[src/rtl/aes_wb_ctrl_if.sv]
// Wishbone slave bus bundle for aes_wb_ctrl (Caravel user-project port naming).
interface aes_wb_ctrl_if;
   logic        wbs_cyc_i;
   logic        wbs_stb_i;
   logic        wbs_we_i;
   logic [3:0]  wbs_sel_i;
   logic [31:0] wbs_adr_i;
   logic [31:0] wbs_dat_i;
   logic        wbs_ack_o;
   logic [31:0] wbs_dat_o;

   modport master (
      output wbs_cyc_i, wbs_stb_i, wbs_we_i, wbs_sel_i, wbs_adr_i, wbs_dat_i,
      input  wbs_ack_o, wbs_dat_o
   );

   modport slave (
      input  wbs_cyc_i, wbs_stb_i, wbs_we_i, wbs_sel_i, wbs_adr_i, wbs_dat_i,
      output wbs_ack_o, wbs_dat_o
   );
endinterface

[src/rtl/aes_wb_ctrl.sv]
// Wishbone register front-end for an AES core: operand staging, start handshake, result capture.
// Optional completion interrupt enabled by defining AES_WB_IRQ_EN.
module aes_wb_ctrl #(
   parameter logic [31:0] BASE_ADR       = 32'h3000_0000,
   parameter int unsigned TIMEOUT_CYCLES = 4096
) (
   input  logic          wb_clk_i,
   input  logic          wb_rst_i,
   aes_wb_ctrl_if.slave  wb,
   output logic [127:0]  aes_key_o,
   output logic [127:0]  aes_din_o,
   output logic          aes_dec_o,
   output logic          aes_start_o,
   input  logic          aes_ready_i,
   input  logic          aes_done_i,
   input  logic [127:0]  aes_dout_i,
   output logic          irq_o
);
   localparam int unsigned CNT_W = $clog2(TIMEOUT_CYCLES + 1);

   localparam logic [1:0] IDLE  = 2'd0;
   localparam logic [1:0] ISSUE = 2'd1;
   localparam logic [1:0] WAIT  = 2'd2;

   logic [1:0]       state_q, state_d;
   logic             done_set_c, tmo_set_c;
   logic             ack_q, wr_q;
   logic [31:0]      dat_q, wr_dat_q, rdata_c;
   logic [5:0]       wr_word_q, word_c;
   logic [3:0]       wr_sel_q;
   logic [6:0]       wbase_c, rbase_c;
   logic             hit_c, acc_c, busy_c;
   logic             ctrl_wr_c, stat_wr_c, key_wr_c, din_wr_c, start_req_c;
   logic             pending_q, done_q, tmo_q, dec_q, start_q, irqen_c;
   logic [CNT_W-1:0] cnt_q;
   logic [127:0]     key_q, din_q, dout_q;

   function automatic logic [31:0] merge_bytes(input logic [31:0] old_w, input logic [31:0] new_w,
                                               input logic [3:0] sel);
      logic [31:0] r;
      r = old_w;
      for (int b = 0; b < 4; b++) begin
         if (sel[b]) r[8*b +: 8] = new_w[8*b +: 8];
      end
      return r;
   endfunction

   // Accept one access per ack; the following ack cycle blocks re-acceptance.
   assign hit_c  = wb.wbs_cyc_i && wb.wbs_stb_i && (wb.wbs_adr_i[31:8] == BASE_ADR[31:8]);
   assign acc_c  = hit_c && !ack_q;
   assign word_c = 6'(wb.wbs_adr_i[7:0] >> 2);
   assign busy_c = pending_q || (state_q != IDLE);

   // Writes commit on the ack cycle from the captured request.
   assign ctrl_wr_c   = wr_q && (wr_word_q == 6'd0) && wr_sel_q[0] && !busy_c;
   assign stat_wr_c   = wr_q && (wr_word_q == 6'd1) && wr_sel_q[0];
   assign key_wr_c    = wr_q && (wr_word_q[5:2] == 4'h1) && !busy_c;
   assign din_wr_c    = wr_q && (wr_word_q[5:2] == 4'h2) && !busy_c;
   assign start_req_c = ctrl_wr_c && wr_dat_q[0];
   assign wbase_c     = {~wr_word_q[1:0], 5'b0};

   always_comb begin
      state_d    = state_q;
      done_set_c = 1'b0;
      tmo_set_c  = 1'b0;
      case (state_q)
         IDLE:  if (pending_q && aes_ready_i) state_d = ISSUE;
         ISSUE: state_d = WAIT;
         WAIT: begin
            if (aes_done_i) begin
               done_set_c = 1'b1;
               state_d    = IDLE;
            end else if (cnt_q == CNT_W'(TIMEOUT_CYCLES - 1)) begin
               tmo_set_c = 1'b1;
               state_d   = IDLE;
            end
         end
         default: state_d = IDLE;
      endcase
   end

   always_ff @(posedge wb_clk_i) begin
      if (wb_rst_i) state_q <= IDLE;
      else          state_q <= state_d;
   end

   always_comb begin
      rdata_c = '0;
      rbase_c = {~word_c[1:0], 5'b0};
      case (word_c[5:2])
         4'h0: begin
            if (word_c[1:0] == 2'd0)      rdata_c = {29'b0, irqen_c, dec_q, 1'b0};
            else if (word_c[1:0] == 2'd1) rdata_c = {29'b0, tmo_q, done_q, busy_c};
         end
         4'h1:    rdata_c = key_q[rbase_c +: 32];
         4'h2:    rdata_c = din_q[rbase_c +: 32];
         4'h3:    rdata_c = dout_q[rbase_c +: 32];
         default: rdata_c = '0;
      endcase
   end

   always_ff @(posedge wb_clk_i) begin
      if (wb_rst_i) begin
         ack_q     <= 1'b0;
         dat_q     <= '0;
         wr_q      <= 1'b0;
         wr_word_q <= '0;
         wr_dat_q  <= '0;
         wr_sel_q  <= '0;
      end else begin
         ack_q <= acc_c;
         dat_q <= (acc_c && !wb.wbs_we_i) ? rdata_c : '0;
         wr_q  <= acc_c && wb.wbs_we_i;
         if (acc_c) begin
            wr_word_q <= word_c;
            wr_dat_q  <= wb.wbs_dat_i;
            wr_sel_q  <= wb.wbs_sel_i;
         end
      end
   end

   // Control, status and operand registers; hardware set wins over W1C.
   always_ff @(posedge wb_clk_i) begin
      if (wb_rst_i) begin
         pending_q <= 1'b0;
         done_q    <= 1'b0;
         tmo_q     <= 1'b0;
         dec_q     <= 1'b0;
         start_q   <= 1'b0;
         cnt_q     <= '0;
         key_q     <= '0;
         din_q     <= '0;
         dout_q    <= '0;
      end else begin
         start_q <= (state_d == ISSUE);
         if (start_req_c)          pending_q <= 1'b1;
         else if (state_q == ISSUE) pending_q <= 1'b0;
         cnt_q  <= (state_q == WAIT) ? cnt_q + CNT_W'(1) : '0;
         done_q <= done_set_c || (done_q && !(stat_wr_c && wr_dat_q[1]) && !start_req_c);
         tmo_q  <= tmo_set_c || (tmo_q && !(stat_wr_c && wr_dat_q[2]) && !start_req_c);
         if (done_set_c) dout_q <= aes_dout_i;
         if (ctrl_wr_c)  dec_q <= wr_dat_q[1];
         if (key_wr_c) key_q[wbase_c +: 32] <= merge_bytes(key_q[wbase_c +: 32], wr_dat_q, wr_sel_q);
         if (din_wr_c) din_q[wbase_c +: 32] <= merge_bytes(din_q[wbase_c +: 32], wr_dat_q, wr_sel_q);
      end
   end

`ifdef AES_WB_IRQ_EN
   logic irqen_q, irq_q;

   always_ff @(posedge wb_clk_i) begin
      if (wb_rst_i) begin
         irqen_q <= 1'b0;
         irq_q   <= 1'b0;
      end else begin
         if (ctrl_wr_c) irqen_q <= wr_dat_q[2];
         irq_q <= (done_q || tmo_q) && irqen_q;
      end
   end

   assign irqen_c = irqen_q;
   assign irq_o   = irq_q;
`else
   assign irqen_c = 1'b0;
   assign irq_o   = 1'b0;
`endif

   assign wb.wbs_ack_o = ack_q;
   assign wb.wbs_dat_o = dat_q;
   assign aes_key_o    = key_q;
   assign aes_din_o    = din_q;
   assign aes_dec_o    = dec_q;
   assign aes_start_o  = start_q;
endmodule
[src/flat_wrapper.sv]
// flat-port wrapper written by rule: the top's interface ports become plain ports
module aes_wb_ctrl_flat 
#(
   parameter logic [31:0] BASE_ADR       = 32'h3000_0000,
   parameter int unsigned TIMEOUT_CYCLES = 4096
)
  (wb_clk_i, wb_rst_i, aes_key_o, aes_din_o, aes_dec_o, aes_start_o, aes_ready_i, aes_done_i, aes_dout_i, irq_o, wb_wbs_cyc_i, wb_wbs_stb_i, wb_wbs_we_i, wb_wbs_sel_i, wb_wbs_adr_i, wb_wbs_dat_i, wb_wbs_ack_o, wb_wbs_dat_o);
  aes_wb_ctrl_if wb_i ();
  input  logic wb_clk_i;
  input  logic wb_rst_i;
  output logic [127:0] aes_key_o;
  output logic [127:0] aes_din_o;
  output logic aes_dec_o;
  output logic aes_start_o;
  input  logic aes_ready_i;
  input  logic aes_done_i;
  input  logic [127:0] aes_dout_i;
  output logic irq_o;
  input wire logic [$bits(wb_i.wbs_cyc_i)-1:0] wb_wbs_cyc_i;
  input wire logic [$bits(wb_i.wbs_stb_i)-1:0] wb_wbs_stb_i;
  input wire logic [$bits(wb_i.wbs_we_i)-1:0] wb_wbs_we_i;
  input wire logic [$bits(wb_i.wbs_sel_i)-1:0] wb_wbs_sel_i;
  input wire logic [$bits(wb_i.wbs_adr_i)-1:0] wb_wbs_adr_i;
  input wire logic [$bits(wb_i.wbs_dat_i)-1:0] wb_wbs_dat_i;
  output wire logic [$bits(wb_i.wbs_ack_o)-1:0] wb_wbs_ack_o;
  output wire logic [$bits(wb_i.wbs_dat_o)-1:0] wb_wbs_dat_o;
  assign wb_i.wbs_cyc_i = wb_wbs_cyc_i;
  assign wb_i.wbs_stb_i = wb_wbs_stb_i;
  assign wb_i.wbs_we_i = wb_wbs_we_i;
  assign wb_i.wbs_sel_i = wb_wbs_sel_i;
  assign wb_i.wbs_adr_i = wb_wbs_adr_i;
  assign wb_i.wbs_dat_i = wb_wbs_dat_i;
  assign wb_wbs_ack_o = wb_i.wbs_ack_o;
  assign wb_wbs_dat_o = wb_i.wbs_dat_o;
  aes_wb_ctrl #(.BASE_ADR(BASE_ADR), .TIMEOUT_CYCLES(TIMEOUT_CYCLES)) u_core (.wb_clk_i(wb_clk_i), .wb_rst_i(wb_rst_i), .wb(wb_i), .aes_key_o(aes_key_o), .aes_din_o(aes_din_o), .aes_dec_o(aes_dec_o), .aes_start_o(aes_start_o), .aes_ready_i(aes_ready_i), .aes_done_i(aes_done_i), .aes_dout_i(aes_dout_i), .irq_o(irq_o));
endmodule
[config.mk]
export PLATFORM = sky130hd
export DESIGN_NAME = aes_wb_ctrl_flat
export DESIGN_NICKNAME = d
export VERILOG_FILES = /design/src/rtl/aes_wb_ctrl_if.sv /design/src/rtl/aes_wb_ctrl.sv /design/src/flat_wrapper.sv
export SDC_FILE = /design/constraint.sdc
export NUM_CORES = 1
export LEC_CHECK = 0
export BUFFER_PORTS_ARGS = -buffer_cell sky130_fd_sc_hd__buf_2
export CAP_MARGIN = 0
export CORE_MARGIN = 10
export CORE_UTILIZATION = 58
export DETAILED_ROUTE_END_ITERATION = 8
export PLACE_DENSITY = 0.9
export SLEW_MARGIN = 0
export SYNTH_ARGS = -nofsm -noshare
export SYNTH_HDL_FRONTEND = slang
export SYNTH_SLANG_ARGS = --single-unit
[constraint.sdc]
create_clock -name wb_clk_i -period 4.75 [get_ports wb_clk_i]
set_input_delay 0.7125 -clock wb_clk_i [delete_from_list [all_inputs] [get_ports wb_clk_i]]
set_output_delay 0.7125 -clock wb_clk_i [all_outputs]
set_load 0.02 [all_outputs]
==> summary.txt <==
Flow run
  • Number of max-cap violations: 0

Floorplanning
  • Starting density of the core: 0.587
  • Die ar.: around 44,000 um^2
  • Core box area: approximately 35,000 um^2
  • Die Ht: 210 um
  • Die X: between 200 and 250 um
  • # IOs: 495
  • Site Rows: 69

Timing
  • Minimum clock period: roughly 3.3 ns
  • RSZ-0062 raised after global routing: no
  • Slew margin rel.: 0.161
  • Achievable Freq: around 0.31 GHz
  • Final slew viol count: 0
  • Setup_tns: 0 ns
  • # setup viols final: 0
  • Worst-margin pin slew: around 1.3 ns
  • Fin crit share: 0.687
  • Clock Skew: between 0.015 and 0.02 ns
  • Final Hold Fails: 0

CTS
  • Clock-pin slew of the registers on the worst-case setup and hold paths: roughly 0.06 ns
  • CTS tree: built
  • Cts hold-fix bufs: 0
  • Longest Clk Path Bufs: 3
  • Clock Tree Root: clkbuf_16
  • Post-cts resize count: 0
  • Post-CTS Setup Inserts: 0
  • H-tree level count: 2
  • Worst skew pair latency: 0.60 ns
  • Clk sink count: 480
  • Num CTS Buffers: between 40 and 50

Power and ir drop
  • Switch share: 0.224
  • Max IR drop VDD: between 0.0003 and 0.0004 V
  • Reg power frac: 0.475
  • Int Power: 0.00657 W
  • Sw Pwr: between 0.0015 and 0.002 W
  • Combinational power share: 0.040
  • Clock group share of total power: 0.486
  • Power Density: approximately 340 nW/um^2
  • Leak pwr: roughly 9.8 nW

Placement
  • GPL Wtd Cong: roughly 0.9
  • Buffers on Ports: a little under 500
  • Hpwl dp: between 50,000 and 60,000 um
  • Cell Area, Placed: around 23,000 um^2

GRT
  • GRT Overall Usage: 0.356
  • Antenna violations before repair: 8
  • Global route hottest layer: met2
  • Largest net degree at the start of global routing: approximately 110
  • First-pass GRT wire length: around 120,000 um
  • Number of global-route vias before repair: 20,800
  • Grt ovf: 0
  • GR Util met2: 0.554
  • M1 GR Usage: 0.432
  • Met3 usage: 0.103

Setup path
  • CP Cell Sequence: inv_1 > ha_1 > nand4_1 > buf_4 > o21ai_0
  • Delay-heaviest family, CP: flip-flops
  • WS Path Type: flip-flop to flip-flop
  • Slowest stage cell, crit path: dfxtp_4
  • CP Launch Type: flip-flop
  • Worst setup EP type: flip-flop
  • WP buf/inv: 2
  • Peak fanout along the critical path: 40
  • Max stage delay on crit path: 0.88 ns
  • Critical Path RT: about 5.3 ns
  • Arrival time worst endpoint: 3.77 ns

Synth
  • Synthesized area: between 20,000 and 25,000 um^2
  • Yosys cell types: 41
  • Warnings, synthesis: 0
  • Post-synthesis register bit count: 480
  • Async set-reset flop share out of synthesis: 0
  • Register area share after synthesis: 0.461
  • Synth Flop Type: dfxtp_1
  • Cell count after synthesis: ~2,200
  • Mean Syn Cell Area: approximately 9 um^2
  • EDFF count, synth: 0
  • Post-synth net total: ~2,500

Routing
  • Drt pass-1 iters: 6
  • Vias per cell: between 6 and 7
  • WL/cell: ~26 um
  • Post-route ant nets: 0
  • Drt first-iter violations: between 2,000 and 3,000
  • DR vias: between 20,000 and 25,000
  • DRC: 0
  • Routed wire length: 81,900 um

Status
  • Outcome: completed

Cells and area
  • Nets: roughly 2,800
  • Area grow syn2layout: 20.9%
  • Post-Route Utilization: 0.710
  • Cell area after layout: roughly 25,000 um^2
  • Fraction of layout cells with a size suffix above 1: 0.282
  • Number of fill cells: 2,428

Min path
  • Worst Hold Class: input pin to flip-flop
-- placed cells by master (no fill, tap or decap), drive strengths merged, types with 9 or more instances in the layout --
cell | netlist | routed
mux2i | 132 | 132
clkinv | 0 | 9
a21oi | 234 | 234
nand2 | 556 | 556
dfxtp | 480 | 480
buf | 83 | 527
clkbuf | 108 | 71
nand4 | 11 | 11
mux4 | 125 | 125
o21ai | 329 | 329
o211ai | 30 | 30
nand3 | 59 | 59
nor2 | 16 | 16
-- final cells by class --
cell class,instances,area (um^2),share of cell area
Timing Repair Buffer,527,2760,0.109
Clock buffer,71,1440,0.0572
Sequential cell,480,9620,0.382
Tap cell,461,577,0.0229
Clock inverter,18,250,0.00993
Multi-Input combinational cell,1572,10500,0.417
Antenna cell,6,15.0,0.000596
Inverter,5,18.8,0.000745
-- flip-flops by register name, summed over array words and instances (netlist names), 2 cells and up --
name	count
u_core.dout_q	128
u_core.wb.wbs_dat_o	32
u_core.wr_sel_q	4
u_core.wr_dat_q	32
u_core.cnt_q	13
u_core.aes_din_o	128
u_core.aes_key_o	128
u_core.state_q	2
u_core.wr_word_q	6
-- synthesized netlist by cell type (all sizes together), types with 2 or more instances --
master / number / area, um^2
nor2: 16 / 60.1
clkbuf: 108 / 405
o21ai: 329 / 1650
buf: 83 / 463
nand2: 556 / 2090
nand2b: 2 / 12.5
inv: 5 / 18.8
nor4b: 4 / 35.0
mux2i: 132 / 1320
o22a: 3 / 26.3
nor3b: 5 / 37.5
xor2: 5 / 43.8
nand4: 11 / 68.8
mux4: 125 / 2820
a21oi: 234 / 1170
nand3: 59 / 295
a41oi: 8 / 70.1
nor2b: 3 / 18.8
ha: 6 / 75.1
nor4: 6 / 37.5
dfxtp: 480 / 9610
xnor2: 5 / 43.8
nor3: 8 / 40.0
o211ai: 30 / 225
mux2: 4 / 45.0
o32ai: 3 / 26.3
and3: 7 / 43.8
-- final timing paths --
check	startpoint	endpoint	slack (ns)	cells past startpoint
min reg2reg	u_core.dout_q[5]	u_core.dout_q[5]	0.46	2
max reg2reg	u_core.wr_word_q[0]	u_core.aes_din_o[58]	1.49	5
min	aes_dout_i[5]	u_core.dout_q[5]	0.35	3
max	u_core.wr_word_q[0]	u_core.aes_din_o[58]	1.49	5
-- worst min-delay path, stage by stage --
cell	delay, ns
buf_2	0.10
nand2_1	0.04
a21oi_1	0.05
-- power by group through the flow --
stage | Combinational [W] | Clock (W) | Sequential, W
2_1_floorplan | 0.000162 | 0 | 0.00411
3_3_place_gp | 0.000318 | 0 | 0.00411
3_5_place_dp | 0.000322 | 0 | 0.00411
4_1_cts | 0.000325 | 0.00409 | 0.00402
5_1_grt | 0.000347 | 0.00424 | 0.00402
6_report | 0.000336 | 0.00412 | 0.00402
-- kinds of logic (layout without fill, tap and decap cells) --
| kind of cell | after synthesis | count (layout) | synth area share |
|---|---|---|---|
| buffers and inverters | 196 | 621 | 0.0426 |
| DFF | 480 | 480 | 0.461 |
| AOI/OAI and AO/OA | 609 | 609 | 0.153 |
| and+or+nand+nor | 685 | 685 | 0.135 |
| muxes | 261 | 261 | 0.201 |
| adders and majority gates | 6 | 6 | 0.00360 |
| other | 1 | 7 | 0.000180 |
| xor gates and xnor gates | 10 | 10 | 0.00420 |
-- per-layer routing --
metal,wire [um],part of all wire
met4,5420,0.066
met2,36800,0.45
met5,28,0.00034
met3,11300,0.14
met1,28500,0.35
-- stage by stage --
stage	hold WS, ns	power, W	std cells	setup WS, ns
after floorplan	0.430	0.00428	2248	2.64
after global placement	0.438	0.00443	3045	1.60
after detailed placement	0.444	0.00443	3045	1.55
after CTS	0.336	0.00844	3134	1.50
after global routing	0.352	0.00861	3139	1.33
final	0.347	0.00848	3140	1.49
Note: power is estimated with default switching activity, not from simulation.
